## src/rtl/dll_fetcher.sv

```systemverilog
// -----------------------------------------------------------------------------
// dll_fetcher
//
// Walks the display-list-list (DLL) in memory. Each DLL entry is three bytes:
//   byte0: bit7 DLI, bit6 holey16, bit5 holey8, bit4 unused, bits3:0 offset
//   byte1: display-list address high byte
//   byte2: display-list address low byte
// A qualified frame_start loads the DLL pointer from ZP and fetches the first
// entry. Each line_start then counts the zone offset down. When the offset is
// already zero, line_start fetches the next entry.
//
// Memory handshake: mem_req/mem_addr form a request that stays asserted, with
// a stable address, until mem_ack is sampled high on a rising edge while
// mem_req is high. mem_data is valid in that same cycle. mem_ack seen while
// mem_req is low carries no meaning and is dropped. After every accepted byte,
// and on every entry into a fetch, mem_req is held low for one cycle.
//
// Ports:
//   sysclock, reset     clock and asynchronous active-high reset
//   ZP, zp_written      DLL base address and its "both bytes written" flag
//   dma_en              DMA enable; low forces IDLE
//   frame_start         first visible line of a frame (restarts at ZP)
//   line_start          start of each visible line
//   mem_req, mem_addr   read request and address
//   mem_ack, mem_data   read completion and data
//   dl_ptr, dl_offset   current display-list address and zone line offset
//   holey, dli          {holey16, holey8} and the qualified DLI flag
//   dl_valid            dl_ptr/dl_offset/holey/dli are valid
//   overrun             sticky: line_start arrived during a fetch
// -----------------------------------------------------------------------------
module dll_fetcher (
    input  logic        sysclock,
    input  logic        reset,
    input  logic [15:0] ZP,
    input  logic        zp_written,
    input  logic        dma_en,
    input  logic        frame_start,
    input  logic        line_start,
    output logic        mem_req,
    output logic [15:0] mem_addr,
    input  logic        mem_ack,
    input  logic [7:0]  mem_data,
    output logic [15:0] dl_ptr,
    output logic [3:0]  dl_offset,
    output logic [1:0]  holey,
    output logic        dli,
    output logic        dl_valid,
    output logic        overrun
);

    typedef enum logic [2:0] {
        IDLE   = 3'd0,
        FETCH0 = 3'd1,
        FETCH1 = 3'd2,
        FETCH2 = 3'd3,
        ACTIVE = 3'd4
    } state_t;

    state_t      state_q, state_d;
    logic [15:0] dll_ptr_q, dll_ptr_d;
    // Set for the first cycle of every fetch state so mem_req returns low
    // between bytes and after an abort/restart.
    logic        gap_q, gap_d;
    // byte0 with the unused bit 4 dropped: {dli, holey16, holey8, offset}
    logic [6:0]  byte0_q, byte0_d;
    logic [7:0]  byte1_q, byte1_d;
    logic [15:0] dl_ptr_q, dl_ptr_d;
    logic [3:0]  dl_offset_q, dl_offset_d;
    logic [1:0]  holey_q, holey_d;
    logic        dli_flag_q, dli_flag_d;
    logic        dl_valid_q, dl_valid_d;
    logic        overrun_q, overrun_d;

    logic        fetching;
    logic        req;
    logic        ack_ok;
    logic        frame_ok;

    assign fetching = (state_q == FETCH0) || (state_q == FETCH1) || (state_q == FETCH2);
    // Built only from flops, so reset removes the request asynchronously.
    assign req      = fetching && !gap_q;
    assign ack_ok   = req && mem_ack;
    assign frame_ok = frame_start && zp_written;

    always_comb begin
        state_d     = state_q;
        dll_ptr_d   = dll_ptr_q;
        gap_d       = 1'b0;
        byte0_d     = byte0_q;
        byte1_d     = byte1_q;
        dl_ptr_d    = dl_ptr_q;
        dl_offset_d = dl_offset_q;
        holey_d     = holey_q;
        dli_flag_d  = dli_flag_q;
        dl_valid_d  = dl_valid_q;
        overrun_d   = overrun_q;

        if (!dma_en) begin
            // Display data outputs hold; only the valid flag and request drop.
            state_d    = IDLE;
            dl_valid_d = 1'b0;
        end else if (frame_ok) begin
            // Restart from any state; wins over a coincident line_start.
            state_d    = FETCH0;
            dll_ptr_d  = ZP;
            gap_d      = 1'b1;
            dl_valid_d = 1'b0;
            overrun_d  = 1'b0;
        end else begin
            case (state_q)
                IDLE: begin
                    state_d = IDLE;
                end
                FETCH0: begin
                    if (line_start) overrun_d = 1'b1;
                    if (ack_ok) begin
                        byte0_d   = {mem_data[7:5], mem_data[3:0]};
                        dll_ptr_d = dll_ptr_q + 16'd1;
                        gap_d     = 1'b1;
                        state_d   = FETCH1;
                    end
                end
                FETCH1: begin
                    if (line_start) overrun_d = 1'b1;
                    if (ack_ok) begin
                        byte1_d   = mem_data;
                        dll_ptr_d = dll_ptr_q + 16'd1;
                        gap_d     = 1'b1;
                        state_d   = FETCH2;
                    end
                end
                FETCH2: begin
                    if (line_start) overrun_d = 1'b1;
                    if (ack_ok) begin
                        dll_ptr_d   = dll_ptr_q + 16'd1;
                        dl_ptr_d    = {byte1_q, mem_data};
                        dl_offset_d = byte0_q[3:0];
                        holey_d     = byte0_q[5:4];
                        dli_flag_d  = byte0_q[6];
                        dl_valid_d  = 1'b1;
                        state_d     = ACTIVE;
                    end
                end
                ACTIVE: begin
                    if (line_start) begin
                        if (dl_offset_q != 4'd0) begin
                            dl_offset_d = dl_offset_q - 4'd1;
                        end else begin
                            // Zone finished: DLL pointer already sits on the
                            // next entry.
                            dl_valid_d = 1'b0;
                            gap_d      = 1'b1;
                            state_d    = FETCH0;
                        end
                    end
                end
                default: begin
                    state_d    = IDLE;
                    dl_valid_d = 1'b0;
                end
            endcase
        end
    end

    always_ff @(posedge sysclock or posedge reset) begin
        if (reset) begin
            state_q     <= IDLE;
            dll_ptr_q   <= 16'h0000;
            gap_q       <= 1'b0;
            byte0_q     <= 7'h00;
            byte1_q     <= 8'h00;
            dl_ptr_q    <= 16'h0000;
            dl_offset_q <= 4'h0;
            holey_q     <= 2'b00;
            dli_flag_q  <= 1'b0;
            dl_valid_q  <= 1'b0;
            overrun_q   <= 1'b0;
        end else begin
            state_q     <= state_d;
            dll_ptr_q   <= dll_ptr_d;
            gap_q       <= gap_d;
            byte0_q     <= byte0_d;
            byte1_q     <= byte1_d;
            dl_ptr_q    <= dl_ptr_d;
            dl_offset_q <= dl_offset_d;
            holey_q     <= holey_d;
            dli_flag_q  <= dli_flag_d;
            dl_valid_q  <= dl_valid_d;
            overrun_q   <= overrun_d;
        end
    end

    assign mem_req   = req;
    assign mem_addr  = dll_ptr_q;
    assign dl_ptr    = dl_ptr_q;
    assign dl_offset = dl_offset_q;
    assign holey     = holey_q;
    assign dli       = dli_flag_q && (dl_offset_q == 4'd0) && dl_valid_q;
    assign dl_valid  = dl_valid_q;
    assign overrun   = overrun_q;

endmodule

```

## config.mk

```make
export PLATFORM = sky130hd
export DESIGN_NAME = dll_fetcher
export DESIGN_NICKNAME = d
export VERILOG_FILES = /design/src/rtl/dll_fetcher.sv
export SDC_FILE = /design/constraint.sdc
export NUM_CORES = 1
export LEC_CHECK = 0
export ABC_AREA = 1
export CAP_MARGIN = 25
export CORE_MARGIN = 2
export CORE_UTILIZATION = 50
export CTS_CLUSTER_DIAMETER = 150
export DETAILED_ROUTE_END_ITERATION = 16
export PLACE_DENSITY = 0.8
export SKIP_CTS_REPAIR_TIMING = 1
export SYNTH_ARGS = -nofsm -noshare
export SYNTH_HDL_FRONTEND = slang
export SYNTH_SLANG_ARGS = --single-unit
```

## constraint.sdc

```tcl
create_clock -name sysclock -period 2.58 [get_ports sysclock]
set_input_delay 0.516 -clock sysclock [delete_from_list [all_inputs] [get_ports sysclock]]
set_output_delay 0.516 -clock sysclock [all_outputs]
set_load 0.05 [all_outputs]
```

==> results of run 1 <==
[final timing paths]
kind / to / slack, ns / start / cells after the start
worst max-delay path: mem_req / 0.07 / state_q[2]$_DFFE_PP0P_ / 4
worst min-delay path: dl_ptr[6]$_DFFE_PP0P_ / 0.48 / dl_ptr[6]$_DFFE_PP0P_ / 2
worst max register to register: dli_flag_q$_DFFE_PP0P_ / 0.66 / state_q[2]$_DFFE_PP0P_ / 8
worst min register to register: dl_ptr[6]$_DFFE_PP0P_ / 0.48 / dl_ptr[6]$_DFFE_PP0P_ / 2
max in group asynchronous: dl_offset[0]$_DFFE_PP0P_ / 1.46 / reset / 3
min in group asynchronous: mem_addr[15]$_DFFE_PP0P_ / 0.53 / reset / 2
[state kept, by name, indices dropped and copies added (netlist names), 2 cells and up]
register / count
byte0_q: 7
holey: 2
dl_ptr: 16
state_q: 3
byte1_q: 8
dl_offset: 4
mem_addr: 16
[final cells by class]
type	count	area (um^2)
fill	531	2064
sequential	60	1501
multi-input combinational	309	1444
timing repair buffer	75	753.2
inverter	54	202.7
clock buffer	9	123.9
tap	77	96.34
clock inverter	7	91.34
[cell usage after synthesis (all sizes together)]
library cell,n
a31oi,1
o211ai,2
ha,2
clkbuf,2
nand3,48
nand2,152
o21a,1
inv,53
buf,8
nor2,35
dfrtp,60
nand3b,1
nand4,9
o31ai,1
or2,2
a21oi,6
clkinv,1
nor3,3
o21ai,46
[placed cells by master (no fill, tap or decap), types with 2 or more instances in the layout]
cell                              netlist  routed
sky130_fd_sc_hd__nand3_1               46      46
sky130_fd_sc_hd__nor2_4                 2       2
sky130_fd_sc_hd__inv_2                  2       3
sky130_fd_sc_hd__o21ai_2                2       2
sky130_fd_sc_hd__nand2_2                8       8
sky130_fd_sc_hd__nand4_1                8       8
sky130_fd_sc_hd__o211ai_1               2       2
sky130_fd_sc_hd__buf_4                  2       3
sky130_fd_sc_hd__clkinv_2               0       3
sky130_fd_sc_hd__ha_1                   2       2
sky130_fd_sc_hd__nor3_4                 2       2
sky130_fd_sc_hd__clkbuf_8               0       9
sky130_fd_sc_hd__a21oi_1                6       6
sky130_fd_sc_hd__or2_2                  2       2
sky130_fd_sc_hd__bufinv_16              0       2
sky130_fd_sc_hd__o21ai_1               12      12
sky130_fd_sc_hd__clkdlybuf4s50_1        0      71
sky130_fd_sc_hd__nor2_1                33      33
sky130_fd_sc_hd__inv_1                 51      50
sky130_fd_sc_hd__nand2_1              144     144
sky130_fd_sc_hd__dfrtp_1               60      60
sky130_fd_sc_hd__o21ai_0               32      32
[metal layers]
| layer | routed length [um] | vias up | global-route usage | share of wire |
|---|---|---|---|---|
| met1 | 3403 | 1415 | 0.2920 | 0.44 |
| met2 | 3850 | 100 | 0.3975 | 0.49 |
| met3 | 459 | 11 | 0.04847 | 0.059 |
| li1 | - | 1538 | - | - |
| met5 | 0 | - | 0 | 0 |
| met4 | 88 | 0 | 0.08065 | 0.011 |
[report_power, final]
part / internal [mW] / switching, mW / total [mW]
Clock: 0.540 / 0.377 / 0.917
Combinational: 0.263 / 0.482 / 0.745
Sequential: 1.03 / 0.115 / 1.14
[metrics by stage]
step / std cells / hold slack (ns)
floorplan: 433 / 0.4586
global placement: 575 / 0.4573
detailed placement: 575 / 0.4617
CTS: 591 / 0.4792
global route: 591 / 0.5063
finish: 591 / 0.4778
[logic make-up (layout without fill, tap and decap cells)]
logic type,count (synthesis),count (layout)
adder cells (fa/ha/maj),2,2
AO/OA/AOI/OAI,57,57
AND/OR/NAND/NOR,250,250
flip-flops,60,60
buffers and inverters,64,145
[critical path, delay by kind of cell (launching register included)]
family | cells | cell delay [ns]
AO/OA/AOI/OAI | 1 | 0.16
AND/OR/NAND/NOR | 1 | 0.11
flip-flops | 1 | 0.41
buffers and inverters | 2 | 0.99
==> results.toml, run 1 <==
[cells_and_area]
post-route-util = 0.6711
layout.nets = 542
antenna_diode_count = 0
area_growth_pct = 31.37
post_route_cells_drive_above_1_share = 0.08171
final_area_mm2 = 0.004213

[yosys]
synth_top_cells_by_area = "sky130_fd_sc_hd__dfrtp_1 47%, sky130_fd_sc_hd__nand2_1 17%, sky130_fd_sc_hd__nand3_1 7.2%"
area_of_the_mapped_netlist_mm2 = 0.003207
xor_xnor_share_of_the_synthesized_area = 0
synth_top_family_by_area = "simple AND/OR/NAND/NOR gates"
synth.avg_cell_area_um2 = 7.406
netlist_instances = 433
part_of_the_yosys_area_used_for_sequential_elements = 0.4682
syn-num-nets = 466
proportion_of_netlist_area_held_by_the_largest_area_contributor = 0.4682
flops_latches_synth = 60
synth.area.mux_share = 0
post_synth_num_cell_types = 30
synthesis.yosys.warnings = 0
synth_compound_area_frac = 0.09481
synth_area_leader_cell = "sky130_fd_sc_hd__dfrtp_1"
synth-adder-area-share = 0.007803
synthSimpleGateAreaFrac = 0.3476

[worst_setup_path]
cpPeakStageDelay_ns = 0.80
crit_arrival_ns = 2.00
crit_path_start_kind = "flop"
crit_slowest_cell = "sky130_fd_sc_hd__clkdlybuf4s50_1"
worst-path-max-fanout = 7
critPathCaptureType = "output pin"
timing.critical_path.cells = "inv_1, o21ai_0, nor2_1, clkdlybuf4s50_1"
worstPathRequired_ns = 2.06
path_class = "flop to output pin"

[floorplan]
core_area_mm2 = 0.006277
dieHeight_um = 84.09
start_util = 0.5109
boundaryPins = 73
chipWidth_um = 84.09
num_rows = 29
die_area_mm2 = 0.007070

[sta]
rsz0062_at_grt = "false"
fin_crit_ns = 2.515
worst_clock_skew_ns = 0.005878
tns_ns = 0
timing_worst_slew_pin_value_ns = 0.5534
fin_crit_sh = 0.9748
smallest_setup_slack_after_layout_ns = 0.06507
timing.slew.headroom = 0.6297
finalMaxSlewViolations = 0
finalSetupViolCount = 0
max_freq_ghz = 0.3976
final-hold-violation-count = 0

[global_routing]
initial_antenna_violation_count = 0
first_global_vias = 2905
globalRouteOverflowTotal = 0
grt_use_total = 0.2326
grt_first_pass_wirelength_um = 13230
largest_net_degree_at_the_start_of_global_routing = 40

[min_path]
min_path_type = "flop to flop"

[power]
static-leakage-power_nw = 2.080
max-vdd-ir-drop_mv = 0.5061
total_power_mw = 2.805
powerDensity_mw_per_mm2 = 665.7

[clocking]
htreeDepth = 3
clock-root-buffer = "sky130_fd_sc_hd__clkbuf_8"
cts_num_sinks = 60
cts_tree = "yes"
tritoncts.num_buffers = 9
clkSlewWorstSetupHoldPaths_ns = 0.07
insertion_delay_ns = 0.33
number_of_buffers_between_clock_root_and_the_deepest_sink = 2

[route]
ant_nets = 0
dr.first_iter.drc_count = 169
dr.pass1.iters = 6
vias = 3064
drc = 0
totalWireLength_um = 7801
routed_via_density = 5.184
routed_wire_length_per_instance_um = 13.20

[place]
buffer_ports.inserted = 72
placed_cell_area_mm2 = 0.003998
place_hpwl_um = 5520
detailedPlace.worstSlack_ns = 0.2581
place.gp.congestion = 0.8574

[flow_run]
maxCapViolCount = 0

[outcome]
status = "finished, final reports clean"
No activity file was read; power rests on OpenSTA's default activity.
==> run 2, diff against run 1 <==
- CORE_UTILIZATION: 50 -> 46
- CTS_CLUSTER_SIZE: unset -> 10
- PLACE_DENSITY: 0.8 -> 0.77
- clock period: 2.58 -> 2.1 ns (I/O delays scaled with it)
==> run 2 against run 1 <==
Compared with the run above: cell count increased by 1.9%; sequential share of layout area down 0.72 points; global-route usage is 1.6 points lower; setup slack worse by 0.020 ns; first-iteration DRC count is 2.4% higher; utilization fell by 3.5 points; largest power group unchanged.
==> results.toml, run 2 (same netlist as run 1, synthesis figures left out) <==
[floorplan]
chipWidth_um = 87.50
die_area_mm2 = 0.007655
dieHeight_um = 87.50
start_util = 0.4746
core_area_mm2 = 0.006756
boundaryPins = 73
num_rows = 30

[power]
powerDensity_mw_per_mm2 = 793.8
p_int_mw = 2.155
seq_power_share = 0.410
max-vdd-ir-drop_mv = 0.6296
switching_power_mw = 1.257
p_clk_frac = 0.320
p_sw_frac = 0.3684
static-leakage-power_nw = 2.210
share_comb_of_total_power = 0.270
total_power_mw = 3.412

[sta]
finalSetupViolCount = 0
final-hold-violation-count = 0
smallest_setup_slack_after_layout_ns = 0.04486
timing.slew.headroom = 0.6301
worst_clock_skew_ns = 0.009899
finalMaxSlewViolations = 0
fin_crit_ns = 2.055
max_freq_ghz = 0.4866
rsz0062_at_grt = "false"
timing_worst_slew_pin_value_ns = 0.5529
fin_crit_sh = 0.9786

[cells_and_area]
final_cell_mix = "144 x sky130_fd_sc_hd__nand2_1, 63 x sky130_fd_sc_hd__clkdlybuf4s50_1, 60 x sky130_fd_sc_hd__dfrtp_1"
post_route_cells_drive_above_1_share = 0.09962
final.fill_count = 573
finish.cell_count_without_fillers = 602
antenna_diode_count = 0
layout.nets = 550
layout.cells.most_common = "sky130_fd_sc_hd__nand2_1"
area_growth_pct = 34.06

[worst_setup_path]
timing.critical_path.cells = "clkdlybuf4s50_1"
worst-path-max-fanout = 6
crit_buf_inv = 1
critical_path.top_delay_family = "buffers and inverters"
critPathCaptureType = "output pin"
cpPeakStageDelay_ns = 0.84
worstPathRequired_ns = 1.68
crit_slowest_cell = "sky130_fd_sc_hd__clkdlybuf4s50_1"
path_class = "flop to output pin"
crit_path_start_kind = "flop"
crit_arrival_ns = 1.64

[route]
met3RoutedLength_um = 460
dr.pass1.iters = 5
routed_wire_length_per_instance_um = 13.02
drc = 0
totalWireLength_um = 7838
route.layer.met1.wl_um = 3516
routed_via_density = 5.116
met2_wirelength_um = 3773
highest_layer = "met4"
vias = 3080
ant_nets = 0
dr.first_iter.drc_count = 173

[clocking]
clock-root-buffer = "sky130_fd_sc_hd__clkbuf_8"
htreeDepth = 3
tritoncts.num_buffers = 9
cts_tree = "yes"
insertion_delay_ns = 0.35
clkSlewWorstSetupHoldPaths_ns = 0.07
number_of_buffers_between_clock_root_and_the_deepest_sink = 2
cts_num_sinks = 60

[flow_run]
maxCapViolCount = 0

[outcome]
status = "finished, final reports clean"

[place]
detailedPlace.worstSlack_ns = 0.06863
place_hpwl_um = 5716
buffer_ports.inserted = 72
place.gp.congestion = 0.9224
number_of_placed_cells_counting_well_taps = 586

[global_routing]
first_global_vias = 2834
largest_net_degree_at_the_start_of_global_routing = 40
globalRouteOverflowTotal = 0
grt_use_total = 0.2163
grt_first_pass_wirelength_um = 12790
initial_antenna_violation_count = 0

[min_path]
min_path_type = "input port to async pin"
-- run 2: changes by cell type in the layout (fill, tap and decap cells not counted), sizes merged --
cell / previous run / this run
bufinv: 2 / 1
clkdlybuf4s50: 71 / 63
inv: 53 / 56
dlymetal6s2s: 0 / 7
buf: 4 / 13
clkinv: 5 / 3
-- run 2: final cells by class --
class                   instances  area, um^2  area share
multi-input cells             309        1446      0.3364
clock inverters                 7       83.83     0.01950
inverters                      54       202.7     0.04715
flip-flops and latches         60        1501      0.3492
clock buffers                   9       123.9     0.02881
repair buffers                 83       840.8      0.1956
well taps                      80       100.1     0.02328
-- run 2: layer usage --
layer | vias to the layer above | GRT usage
li1 | 1554 | -
met1 | 1439 | 0.2821
met2 | 81 | 0.3554
met3 | 6 | 0.05592
met4 | 0 | 0.06294
met5 | - | 0
-- run 2: metrics by stage --
| step | utilization | hold WS [ns] | setup TNS, ns | area [um^2] |
|---|---|---|---|---|
| final | 0.6363 | 0.4376 | 0 | 4299 |
| after global routing | 0.6363 | 0.4700 | 0 | 4299 |
| after CTS | 0.6333 | 0.4379 | -0.005177 | 4279 |
| after detailed placement | 0.6026 | 0.4621 | 0 | 4071 |
| after global placement | 0.6026 | 0.4635 | 0 | 4071 |
| after floorplan | - | 0.4586 | 0 | 3207 |
-- run 2: final timing paths --
path | cells after the start | end | slack (ns) | from
max | 1 | mem_addr[13] | 0.04 | mem_addr[13]$_DFFE_PP0P_
min | 3 | mem_addr[9]$_DFFE_PP0P_ | 0.44 | reset
max reg2reg | 8 | dli_flag_q$_DFFE_PP0P_ | 0.38 | state_q[2]$_DFFE_PP0P_
min reg2reg | 2 | dl_ptr[0]$_DFFE_PP0P_ | 0.49 | dl_ptr[0]$_DFFE_PP0P_
max in group asynchronous | 3 | dl_offset[3]$_DFFE_PP0P_ | 1.25 | reset
min in group sysclock | 2 | dl_ptr[0]$_DFFE_PP0P_ | 0.49 | dl_ptr[0]$_DFFE_PP0P_
-- run 2: power groups by stage --
stage / Combinational [mW] / Sequential (mW) / Clock (mW)
after floorplan: 0.296 / 1.70 / 0
after global placement: 0.909 / 1.42 / 0
after detailed placement: 0.926 / 1.42 / 0
after CTS: 0.929 / 1.40 / 1.11
after global routing: 0.993 / 1.42 / 1.18
final: 0.920 / 1.40 / 1.09
